## src/rtl/mem_access_unit_pkg.sv

```systemverilog
// Shared opcodes, access-kind codes, FSM states and decode helpers for the
// memory-stage access unit.
package mem_access_unit_pkg;

    localparam int unsigned NUM_DEV_DEF    = 4;
    localparam int unsigned DEV_W_DEF      = 2;
    localparam int unsigned TIMEOUT_DEF    = 255;
    localparam int unsigned CNT_W_DEF      = 8;
    localparam int unsigned NOWDEVICE_MEMO = 0;

    localparam logic [5:0] OP_LB  = 6'h20;
    localparam logic [5:0] OP_LH  = 6'h21;
    localparam logic [5:0] OP_LW  = 6'h23;
    localparam logic [5:0] OP_LBU = 6'h24;
    localparam logic [5:0] OP_LHU = 6'h25;
    localparam logic [5:0] OP_SB  = 6'h28;
    localparam logic [5:0] OP_SH  = 6'h29;
    localparam logic [5:0] OP_SW  = 6'h2B;

    typedef enum logic [1:0] {BE_NONE, BE_SB, BE_SH, BE_SW} be_op_e;
    typedef enum logic [2:0] {ME_NONE, ME_LB, ME_LBU, ME_LH, ME_LHU, ME_LW} me_op_e;
    typedef enum logic [1:0] {MA_IDLE, MA_WAIT, MA_DONE} ma_state_e;

    // Access fields held stable for the device while an IO transfer is open.
    typedef struct packed {
        be_op_e     be_op;
        me_op_e     me_op;
        logic [1:0] off;
    } acc_t;

    function automatic be_op_e be_op_of(input logic [5:0] op);
        case (op)
            OP_SB:   return BE_SB;
            OP_SH:   return BE_SH;
            OP_SW:   return BE_SW;
            default: return BE_NONE;
        endcase
    endfunction

    function automatic me_op_e me_op_of(input logic [5:0] op);
        case (op)
            OP_LB:   return ME_LB;
            OP_LBU:  return ME_LBU;
            OP_LH:   return ME_LH;
            OP_LHU:  return ME_LHU;
            OP_LW:   return ME_LW;
            default: return ME_NONE;
        endcase
    endfunction

    function automatic logic aligned_of(input be_op_e b, input me_op_e m, input logic [1:0] off);
        if (b == BE_SW || m == ME_LW) return (off == 2'b00);
        if (b == BE_SH || m == ME_LH || m == ME_LHU) return !off[0];
        return 1'b1;
    endfunction

    function automatic logic [3:0] be_of(input be_op_e b, input logic [1:0] off);
        case (b)
            BE_SB:   return 4'b0001 << off;
            BE_SH:   return 4'b0011 << {off[1], 1'b0};
            BE_SW:   return 4'b1111;
            default: return 4'b0000;
        endcase
    endfunction

    function automatic logic [31:0] wdata_rep(input be_op_e b, input logic [31:0] wd);
        case (b)
            BE_SB:   return {4{wd[7:0]}};
            BE_SH:   return {2{wd[15:0]}};
            BE_SW:   return wd;
            default: return 32'h0;
        endcase
    endfunction

endpackage

```

## src/rtl/mem_access_unit_if.sv

```systemverilog
// M-stage to device-bridge bundle; master drives the stage side, slave is the unit.
interface mem_access_unit_if #(
    parameter int unsigned NUM_DEV = 4,
    parameter int unsigned DEV_W   = 2
);
    logic                    valid;
    logic                    flush;
    logic [5:0]              opcode;
    logic [31:0]             addr;
    logic [31:0]             wdata;
    logic [DEV_W-1:0]        dev_sel;
    logic [NUM_DEV*32-1:0]   rdata_bus;
    logic [NUM_DEV-1:0]      io_ack;
    logic                    mem_we;
    logic [NUM_DEV-1:0]      io_req;
    logic [NUM_DEV-1:0]      io_we;
    logic [3:0]              be;
    logic [31:0]             wdata_out;
    logic [31:0]             ld_data;
    logic                    stall;
    logic                    adel;
    logic                    ades;
    logic                    bus_err;

    modport master (
        output valid, flush, opcode, addr, wdata, dev_sel, rdata_bus, io_ack,
        input  mem_we, io_req, io_we, be, wdata_out, ld_data, stall, adel, ades, bus_err
    );

    modport slave (
        input  valid, flush, opcode, addr, wdata, dev_sel, rdata_bus, io_ack,
        output mem_we, io_req, io_we, be, wdata_out, ld_data, stall, adel, ades, bus_err
    );
endinterface

```

## src/rtl/mem_access_unit_load_extend.sv

```systemverilog
// Picks the addressed byte/half of a word and sign- or zero-extends it.
module mem_access_unit_load_extend
    import mem_access_unit_pkg::*;
(
    input  me_op_e      op_i,
    input  logic [1:0]  off_i,
    input  logic [31:0] word_i,
    output logic [31:0] res_o
);
    logic [7:0]  byte_c;
    logic [15:0] half_c;

    always_comb begin
        byte_c = word_i[7:0];
        case (off_i)
            2'd1:    byte_c = word_i[15:8];
            2'd2:    byte_c = word_i[23:16];
            2'd3:    byte_c = word_i[31:24];
            default: byte_c = word_i[7:0];
        endcase
        half_c = off_i[1] ? word_i[31:16] : word_i[15:0];

        res_o = 32'h0;
        case (op_i)
            ME_LB:   res_o = {{24{byte_c[7]}}, byte_c};
            ME_LBU:  res_o = {24'h0, byte_c};
            ME_LH:   res_o = {{16{half_c[15]}}, half_c};
            ME_LHU:  res_o = {16'h0, half_c};
            ME_LW:   res_o = word_i;
            default: res_o = 32'h0;
        endcase
    end
endmodule

```

## src/rtl/mem_access_unit.sv

```systemverilog
// Memory-stage access unit: single-cycle data memory on device 0, multi-cycle
// req/ack IO with stall, timeout and alignment exceptions on the others.
module mem_access_unit
    import mem_access_unit_pkg::*;
#(
    parameter int unsigned NUM_DEV = NUM_DEV_DEF,
    parameter int unsigned DEV_W   = DEV_W_DEF,
    parameter int unsigned TIMEOUT = TIMEOUT_DEF,
    parameter int unsigned CNT_W   = CNT_W_DEF
) (
    input logic             clk,
    input logic             reset,
    mem_access_unit_if.slave bus
);
    ma_state_e        state_q, state_d;
    acc_t             acc_q, acc_d;
    logic [DEV_W-1:0] dev_q, dev_d;
    logic [CNT_W-1:0] cnt_q, cnt_d;
    logic [31:0]      rbuf_q, rbuf_d;

    be_op_e       be_op_c;
    me_op_e       me_op_c;
    logic         is_ld_c, is_st_c, aligned_c, access_c, to_mem_c;
    me_op_e       ext_op_c;
    logic [1:0]   ext_off_c;
    logic [31:0]  ext_src_c, ext_res_c;
    logic               mem_we_c, stall_c, adel_c, ades_c, bus_err_c;
    logic [NUM_DEV-1:0] io_req_c, io_we_c;
    logic [3:0]         be_c;
    logic [31:0]        wdata_c;
    logic               unused_addr;

    assign unused_addr = ^bus.addr[31:2];

    always_ff @(posedge clk) begin
        if (reset) begin
            state_q <= MA_IDLE;
            acc_q   <= '{be_op: BE_NONE, me_op: ME_NONE, off: 2'b00};
            dev_q   <= '0;
            cnt_q   <= '0;
            rbuf_q  <= '0;
        end else begin
            state_q <= state_d;
            acc_q   <= acc_d;
            dev_q   <= dev_d;
            cnt_q   <= cnt_d;
            rbuf_q  <= rbuf_d;
        end
    end

    always_comb begin
        state_d   = state_q;
        acc_d     = acc_q;
        dev_d     = dev_q;
        cnt_d     = cnt_q;
        rbuf_d    = rbuf_q;
        mem_we_c  = 1'b0;
        io_req_c  = '0;
        io_we_c   = '0;
        be_c      = 4'b0000;
        wdata_c   = 32'h0;
        stall_c   = 1'b0;
        adel_c    = 1'b0;
        ades_c    = 1'b0;
        bus_err_c = 1'b0;
        ext_op_c  = ME_NONE;
        ext_off_c = bus.addr[1:0];
        ext_src_c = bus.rdata_bus[31:0];

        be_op_c   = be_op_of(bus.opcode);
        me_op_c   = me_op_of(bus.opcode);
        is_ld_c   = (me_op_c != ME_NONE);
        is_st_c   = (be_op_c != BE_NONE);
        aligned_c = aligned_of(be_op_c, me_op_c, bus.addr[1:0]);
        access_c  = bus.valid & (is_ld_c | is_st_c) & ~bus.flush & aligned_c;
        to_mem_c  = (bus.dev_sel == DEV_W'(NOWDEVICE_MEMO));

        case (state_q)
            MA_IDLE: begin
                adel_c = bus.valid & ~bus.flush & is_ld_c & ~aligned_c;
                ades_c = bus.valid & ~bus.flush & is_st_c & ~aligned_c;
                if (access_c) begin
                    be_c    = be_of(be_op_c, bus.addr[1:0]);
                    wdata_c = wdata_rep(be_op_c, bus.wdata);
                    if (to_mem_c) begin
                        mem_we_c = is_st_c;
                        ext_op_c = me_op_c;
                    end else begin
                        stall_c = 1'b1;
                        state_d = MA_WAIT;
                        dev_d   = bus.dev_sel;
                        acc_d   = '{be_op: be_op_c, me_op: me_op_c, off: bus.addr[1:0]};
                        cnt_d   = '0;
                    end
                end
            end
            MA_WAIT: begin
                be_c    = be_of(acc_q.be_op, acc_q.off);
                wdata_c = wdata_rep(acc_q.be_op, bus.wdata);
                stall_c = 1'b1;
                cnt_d   = CNT_W'(cnt_q + CNT_W'(1));
                if (bus.flush) begin
                    state_d = MA_IDLE;
                end else begin
                    io_req_c[dev_q] = 1'b1;
                    io_we_c[dev_q]  = (acc_q.be_op != BE_NONE);
                    // Ack takes priority over a timeout landing in the same cycle.
                    if (bus.io_ack[dev_q]) begin
                        rbuf_d  = bus.rdata_bus[32*int'(dev_q) +: 32];
                        state_d = MA_DONE;
                    end else if (cnt_q == CNT_W'(TIMEOUT)) begin
                        bus_err_c = 1'b1;
                        state_d   = MA_IDLE;
                    end
                end
            end
            MA_DONE: begin
                be_c      = be_of(acc_q.be_op, acc_q.off);
                wdata_c   = wdata_rep(acc_q.be_op, bus.wdata);
                ext_op_c  = acc_q.me_op;
                ext_off_c = acc_q.off;
                ext_src_c = rbuf_q;
                state_d   = MA_IDLE;
            end
            default: state_d = MA_IDLE;
        endcase

        // Outputs stay quiet for the whole reset cycle regardless of state.
        if (reset) begin
            mem_we_c  = 1'b0;
            io_req_c  = '0;
            io_we_c   = '0;
            be_c      = 4'b0000;
            wdata_c   = 32'h0;
            stall_c   = 1'b0;
            adel_c    = 1'b0;
            ades_c    = 1'b0;
            bus_err_c = 1'b0;
            ext_op_c  = ME_NONE;
        end
    end

    mem_access_unit_load_extend u_load_extend (
        .op_i   (ext_op_c),
        .off_i  (ext_off_c),
        .word_i (ext_src_c),
        .res_o  (ext_res_c)
    );

    assign bus.mem_we    = mem_we_c;
    assign bus.io_req    = io_req_c;
    assign bus.io_we     = io_we_c;
    assign bus.be        = be_c;
    assign bus.wdata_out = wdata_c;
    assign bus.ld_data   = ext_res_c;
    assign bus.stall     = stall_c;
    assign bus.adel      = adel_c;
    assign bus.ades      = ades_c;
    assign bus.bus_err   = bus_err_c;
endmodule
```

## src/flat_wrapper.sv

```systemverilog
// flat-port wrapper written by rule: the top's interface ports become plain ports
module mem_access_unit_flat import mem_access_unit_pkg::*;
#(
    parameter int unsigned NUM_DEV = NUM_DEV_DEF,
    parameter int unsigned DEV_W   = DEV_W_DEF,
    parameter int unsigned TIMEOUT = TIMEOUT_DEF,
    parameter int unsigned CNT_W   = CNT_W_DEF
)
  (clk, reset, bus_valid, bus_flush, bus_opcode, bus_addr, bus_wdata, bus_dev_sel, bus_rdata_bus, bus_io_ack, bus_mem_we, bus_io_req, bus_io_we, bus_be, bus_wdata_out, bus_ld_data, bus_stall, bus_adel, bus_ades, bus_bus_err);
  mem_access_unit_if #(.NUM_DEV(NUM_DEV), .DEV_W(DEV_W)) bus_i ();
  input logic clk;
  input logic reset;
  input wire logic [$bits(bus_i.valid)-1:0] bus_valid;
  input wire logic [$bits(bus_i.flush)-1:0] bus_flush;
  input wire logic [$bits(bus_i.opcode)-1:0] bus_opcode;
  input wire logic [$bits(bus_i.addr)-1:0] bus_addr;
  input wire logic [$bits(bus_i.wdata)-1:0] bus_wdata;
  input wire logic [$bits(bus_i.dev_sel)-1:0] bus_dev_sel;
  input wire logic [$bits(bus_i.rdata_bus)-1:0] bus_rdata_bus;
  input wire logic [$bits(bus_i.io_ack)-1:0] bus_io_ack;
  output wire logic [$bits(bus_i.mem_we)-1:0] bus_mem_we;
  output wire logic [$bits(bus_i.io_req)-1:0] bus_io_req;
  output wire logic [$bits(bus_i.io_we)-1:0] bus_io_we;
  output wire logic [$bits(bus_i.be)-1:0] bus_be;
  output wire logic [$bits(bus_i.wdata_out)-1:0] bus_wdata_out;
  output wire logic [$bits(bus_i.ld_data)-1:0] bus_ld_data;
  output wire logic [$bits(bus_i.stall)-1:0] bus_stall;
  output wire logic [$bits(bus_i.adel)-1:0] bus_adel;
  output wire logic [$bits(bus_i.ades)-1:0] bus_ades;
  output wire logic [$bits(bus_i.bus_err)-1:0] bus_bus_err;
  assign bus_i.valid = bus_valid;
  assign bus_i.flush = bus_flush;
  assign bus_i.opcode = bus_opcode;
  assign bus_i.addr = bus_addr;
  assign bus_i.wdata = bus_wdata;
  assign bus_i.dev_sel = bus_dev_sel;
  assign bus_i.rdata_bus = bus_rdata_bus;
  assign bus_i.io_ack = bus_io_ack;
  assign bus_mem_we = bus_i.mem_we;
  assign bus_io_req = bus_i.io_req;
  assign bus_io_we = bus_i.io_we;
  assign bus_be = bus_i.be;
  assign bus_wdata_out = bus_i.wdata_out;
  assign bus_ld_data = bus_i.ld_data;
  assign bus_stall = bus_i.stall;
  assign bus_adel = bus_i.adel;
  assign bus_ades = bus_i.ades;
  assign bus_bus_err = bus_i.bus_err;
  mem_access_unit #(.NUM_DEV(NUM_DEV), .DEV_W(DEV_W), .TIMEOUT(TIMEOUT), .CNT_W(CNT_W)) u_core (.clk(clk), .reset(reset), .bus(bus_i));
endmodule
```

## config.mk

```make
export PLATFORM = sky130hd
export DESIGN_NAME = mem_access_unit_flat
export DESIGN_NICKNAME = d
export VERILOG_FILES = /design/src/rtl/mem_access_unit_pkg.sv /design/src/rtl/mem_access_unit_if.sv /design/src/rtl/mem_access_unit_load_extend.sv /design/src/rtl/mem_access_unit.sv /design/src/flat_wrapper.sv
export SDC_FILE = /design/constraint.sdc
export NUM_CORES = 1
export LEC_CHECK = 0
export CAP_MARGIN = 20
export CORE_ASPECT_RATIO = 1.1
export CORE_MARGIN = 2
export CORE_UTILIZATION = 46
export CTS_BUF_LIST = sky130_fd_sc_hd__clkbuf_4
export CTS_CLUSTER_SIZE = 20
export DETAILED_ROUTE_END_ITERATION = 8
export GPL_TIMING_DRIVEN = 0
export PLACE_DENSITY = 0.85
export SLEW_MARGIN = 0
export SYNTH_ARGS = -nofsm -noshare
export SYNTH_HDL_FRONTEND = slang
export SYNTH_SLANG_ARGS = --single-unit
```

## constraint.sdc

```tcl
create_clock -name clk -period 7.82 [get_ports clk]
set_clock_uncertainty 0.15 [all_clocks]
set_input_delay 1.173 -clock clk [delete_from_list [all_inputs] [get_ports clk]]
set_output_delay 1.173 -clock clk [all_outputs]
set_load 0.01 [all_outputs]
```

; Word level (Yosys, flattened, before mapping)
; Cells that the tools add are included.
[totals]
ff_bits = 51
inputBits = 208
out_inout_bits = 81
wordCells = 140
[classes]
n_addsub = 1
n_lt_le_gt_ge = 2
n_eq_ne = 31
n_shift = 5
n_mux = 64
bitwise = 13
n_reduce_logical = 17
[op_table]
columns = op, count
row1 = $pmux W32 S3, 2
row2 = $pmux W32 S5, 1
row3 = $shiftx A128 B8 Y32, 1
row4 = $mux W32, 3
row5 = $pmux W32 S2, 1
row6 = $eq A6 B6 Y1 const B, 8
row7 = $mux W4, 8
row8 = $mux W1, 25
row9 = $pmux W4 S3, 2
row10 = $pmux W8 S3, 1
row11 = $mux W16, 1
row12 = $mux W8, 2
row13 = $pmux W8 S2, 1
row14 = $pmux W3 S5, 1
row15 = $eq A2 B2 Y1 const B, 7
row16 = $eq A3 B3 Y1 const B, 4
row17 = $mux W2, 6
row18 = $reduce_and A3 Y1, 4
row19 = $eq A3 B2 Y1 const B, 3
row20 = $mux W3, 3
row21 = $add A8 B1 Y8 const B, 1
row22 = $and A1 B1 Y1, 8
row23 = $eq A2 B1 Y1 const B, 4
row24 = $eq A8 B8 Y1 const B, 1
row25 = other kinds (25), 35

; Longest topological paths before layout
[logic_depth]
word_depth = 15
mapped_depth = 10
ltp_nobuf = 8

; Modules after synthesis
; From an unflattened synthesis, not the netlist that was laid out.
[unflattened]
cells_unflattened = 793
hier_area_um2 = 6058.3
[modules_own_cells]
columns = module, instances, cells_per_inst, area_each_um2, seq_area_each_um2
row1 = mem_access_unit, 1, 624, 4913.5, 1021.0
row2 = mem_access_unit_load_extend, 1, 169, 1144.8, 0.0

; Worst setup path after synthesis
; No wires, ideal clock.
[synth_timing]
path_type = input to output
from = in bus_opcode[2]
to = out bus_ld_data[7]
t_arrival_ps = 3035
required_time_ps = 6497
path_slack_ps = 3462
cell_stages = 9
n_path_buf = 3
cell_sequence = buf_6 -> and3b_1 -> o2111a_1 -> buf_6 -> nor4b_4 -> or2_1 -> buf_6 -> a2111o_1 -> o221ai_1
[synth_via]
elab_chain_len = 15
elab_cells_between_ends = 40
classes_between = eq/ne (18) / mux (13) / bitwise (4) / reduce/logical (5)
[synth_lines]
columns = item, line
row1 = "start, declared", flat_wrapper.sv:15  ; input wire logic [$bits(bus_i.opcode)-1:0] bus_opcode;
row2 = "$eq A6 B6 Y1, on equally long branches", "mem_access_unit_pkg.sv:41, mem_access_unit_pkg.sv:32"
row3 = $pmux W3 S5 / $pmux W2 S3 (equally long branches), "mem_access_unit_pkg.sv:41, mem_access_unit_pkg.sv:32"
row4 = $eq A3 B2 Y1 / $eq A2 B2 Y1 (equally long branches), mem_access_unit_pkg.sv:53  ; if (b == BE_SH || m == ME_LH || m == ME_LHU) return !off[0];
row5 = $logic_or A1 B1 Y1 (2 in series), mem_access_unit_pkg.sv:53
row6 = $mux W1 (2 in series), mem_access_unit_pkg.sv:53
row7 = $mux W1, mem_access_unit_pkg.sv:54  ; return 1'b1;
row8 = $mux W1, mem_access_unit_pkg.sv:53
row9 = $and A1 B1 Y1, mem_access_unit.sv:75  ; access_c = bus.valid & (is_ld_c | is_st_c) & ~bus.flush & aligned_c;
row10 = $mux W3 *, mem_access_unit.sv:82  ; if (access_c) begin
row11 = $pmux W3 S2 *, mem_access_unit.sv:78  ; case (state_q)
row12 = $mux W3 *, mem_access_unit.sv:129  ; if (reset) begin
row13 = $eq A3 B3 Y1 (tied with other cells), mem_access_unit_load_extend.sv:24  ; case (op_i)
row14 = $pmux W32 S5 *, mem_access_unit_load_extend.sv:24
row15 = "end, declared", flat_wrapper.sv:26  ; output wire logic [$bits(bus_i.ld_data)-1:0] bus_ld_data;
; Every way passes the cells marked *; elsewhere a longest branch is shown, timed or not. The select of a mux whose other input is x is not followed.

; Final worst setup path
[layout_timing]
from = in bus_flush
to = out bus_ld_data[26]
[layout_via]
elab_chain_len = 8
elab_cells_between_ends = 12
classes_between = eq/ne (5) / mux (4) / bitwise (3)
[layout_lines]
columns = item, line
row1 = "start, declared", flat_wrapper.sv:14  ; input wire logic [$bits(bus_i.flush)-1:0] bus_flush;
row2 = $not A1 Y1 (no source line) *, --
row3 = $and A1 B1 Y1 * (2 in series), mem_access_unit.sv:75
row4 = $mux W3 *, mem_access_unit.sv:82
row5 = $pmux W3 S2 *, mem_access_unit.sv:78
row6 = $mux W3 *, mem_access_unit.sv:129
row7 = $eq A3 B3 Y1 (tied with other cells), mem_access_unit_load_extend.sv:24
row8 = $pmux W32 S5 *, mem_access_unit_load_extend.sv:24
; Every way passes the cells marked *; elsewhere a longest branch is shown, timed or not.

==> key figures <==
STA
  – Setup tns final: 0 ns
  – Slew margin rel.: 34.5%
  – Final setup vio count: 0
  – Final slew viol count: 0
  – Max Clock Freq: 173 MHz
  – RSZ-0062 raised after global routing: no
  – Final Hold Slack: 0.315 ns
  – Worst-Margin Slew: 0.981 ns
  – Hold Fails Final Rpt: 0
  – Period minus WS final: 5.79 ns
  – Fin crit share: 74.1%

Placed design
  – Routability congestion estimate: 0.990
  – HPWL after detailed placement: 19.7 mm
  – Dpl cells: 1191
  – Port Buffer Count: 256

Final layout
  – # fillers: 1035
  – Layout cells sized above 1: 11.1%
  – Commonest non-fill, non-tap cell in the layout: clkdlybuf4s50_1
  – Sequential standard cell area: 1020 sq um
  – Most frequent cells in the layout: clkdlybuf4s50_1 (256), nand2_1 (173), a21oi_1 (58), dfxtp_1 (51), nor2_1 (50)
  – Synth-to-layout area growth: 47.6%
  – Multi-input combinational cell area: 4580 sq um
  – Nets: 1254
  – Final std cells w/o fill: 1201

Min path
  – Hold Crit Class: register to register
  – Min-delay src: u_core.rbuf_q[27]$_SDFFE_PP0P_

Floorplanning
  – Core area: 12600 sq um
  – Cell Rows: 43
  – I/O pin count: 289
  – Die width: 113 microns
  – Die H: 124 microns
  – Starting density of the core: 47.2%
  – Die ar.: 13900 sq um

Clocking
  – CTS Hold Bufs: 0
  – CTS tree: yes
  – TritonCTS buffer count: 5
  – CTS max path bufs: 2
  – Reg clk slew, reported paths: 0.16 ns
  – Clock Sinks: 51
  – Clock Latency Late Sink: 0.39 ns
  – Post-CTS Setup Inserts: 0
  – Post-CTS sizing: 0
  – CTS H-tree lvls: 2
  – Root Driver: clkbuf_4

Synthesis
  – #FFs+latches synth: 51
  – Mapped Cells: 778
  – Syn_area_per_cell: 7.68 sq um
  – Number of synthesized flops with an enable pin: 0
  – Synth warn: 0
  – Ys async rst share: 0%
  – Synthesized cell area: 5970 sq um
  – Syn Nets: 991
  – Register area share after synthesis: 17.1%
  – Main flop type after synthesis: dfxtp_1
  – Cell variety after synth: 67

Worst setup path
  – Critical Path RT: 6.50 ns
  – Critical path endpoint category: output port
  – RR Startpoint: u_core.state_q[1]$_SDFFE_PP0P_
  – CP max-delay cell: clkdlybuf4s50_1
  – Worst Setup SP: bus_flush
  – Largest stage delay on the critical path: 0.57 ns
  – CP startpoint kind: input port
  – Critical path arrival: 4.47 ns
  – Critical-path cell list: clkdlybuf4s50_1, nand3b_2, a2111oi_0, nand2_1, o22ai_2, clkbuf_1, nand3_1, nand3_1, clkdlybuf4s50_1
  – Critical Path Fanout Max: 10
  – Crit Path Class: input port to output port

Route
  – Vias: 7396
  – Final WL: 24.6 mm
  – Routed len/inst: 20.5 microns
  – Detailed Route Iter0 Violations: 903
  – Number of vias per cell: 6.16
  – Post-DRT Antenna Nets: 0
  – Drt pass-1 iters: 8
  – Residual DRC: 0

Pwr
  – PwrDens: 72.1 nW/um^2
  – Maximum VDD drop: 0.0000703 V
  – Leakage: 2.94 nW

Run
  – Max-cap violations: 0

GRT
  – First-pass GRT wire length: 37.4 mm
  – Total grt overflow: 0
  – Initial antenna violation count: 1
  – Pin count of the biggest net entering global routing: 16
  – Vias in the first global route: 7189
  – GRT Resource Usage Total: 34.1%

Run status
  – Status: finished clean
==> kinds of logic (layout without fill, tap and decap cells) <==
logic type,after synthesis,after routing,share of synthesized area [%]
AOI/OAI and AO/OA,199,199,23.2
xor gates and xnor gates,5,5,0.733
adders and majority gates,5,5,1.05
buffers and inverters,86,349,6.28
DFF,51,51,17.1
muxes,111,111,26.2
other,0,3,0
and+or+nand+nor,321,321,25.4
==> per-stage QoR <==
| step | total power [W] | instance area (sq um) | setup slack, ns | utilization [%] |
|---|---|---|---|---|
| floorplan | 0.000351 | 5970 | 3.46 | - |
| global placement | 0.000473 | 8730 | 2.11 | 69.1 |
| detailed placement | 0.000477 | 8730 | 2.11 | 69.1 |
| CTS | 0.000630 | 8810 | 2.09 | 69.7 |
| global route | 0.000658 | 8810 | 1.85 | 69.7 |
| finish | 0.000636 | 8810 | 2.03 | 69.7 |
==> registers in the layout, indices dropped and copies added, names as in the netlist <==
| name | flops |
|---|---|
| u_core.rbuf_q | 32 |
| u_core.cnt_q | 8 |
| u_core.acc_q | 7 |
| u_core.dev_q | 2 |
| u_core.state_q | 2 |
==> where the power goes <==
part	total [W]	internal, W	leakage (nW)	switching, W
combinational	0.000214	0.000123	2.49	0.0000905
clock	0.000160	0.0000657	0.0373	0.0000943
sequential	0.000262	0.000261	0.411	0.000000883
==> layout make-up <==
class,count,area share (%)
tap,157,2.23
antenna,3,0.0852
timing repair buffer,256,29.1
buffer,68,3.49
sequential,51,11.6
multi-input combinational,641,51.9
clock inverter,2,0.426
clock buffer,5,0.426
inverter,18,0.767
==> Yosys cell counts (6+ instances only) <==
cell type / n / area [sq um]
nor2_1: 50 / 188
o211ai_1: 16 / 120
nand2_1: 173 / 649
nor2b_1: 8 / 50.1
inv_1: 16 / 60.1
mux2_2: 35 / 394
buf_1: 6 / 22.5
and2_1: 12 / 75.1
nand3_1: 30 / 150
o221ai_1: 13 / 114
mux4_2: 33 / 743
a21oi_1: 58 / 290
mux2i_1: 43 / 430
nand2b_1: 6 / 37.5
dfxtp_1: 51 / 1020
a22o_1: 9 / 78.8
clkbuf_1: 45 / 169
a32oi_1: 8 / 70.1
buf_2: 12 / 60.1
nor3_1: 6 / 30.0
a22oi_1: 17 / 128
o21ai_0: 47 / 235
==> worst max-delay path: cells and delay by family <==
| kind | cells | cell delay [ns] |
|---|---|---|
| AND/OR/NAND/NOR | 4 | 0.91 |
| AO/OA/AOI/OAI | 2 | 0.87 |
| buffers and inverters | 3 | 1.51 |
==> layer usage <==
layer	up-vias	GRT usage, %	routed length [microns]
li1	3386	-	-
met1	3420	39.7	8980
met2	505	61.7	12200
met3	85	6.47	2480
met4	0	13.5	983
met5	-	0	0
==> path summary, 6_finish.rpt <==
check / slack (ns) / cells past startpoint / to
setup / recovery: 2.03 / 9 / bus_ld_data[26]
hold / removal: 0.31 / 2 / u_core.rbuf_q[27]$_SDFFE_PP0P_
setup reg to reg: 5.24 / 7 / u_core.rbuf_q[15]$_SDFFE_PP0P_
hold reg to reg: 0.31 / 2 / u_core.rbuf_q[27]$_SDFFE_PP0P_
(Power assumes the default switching activity.)
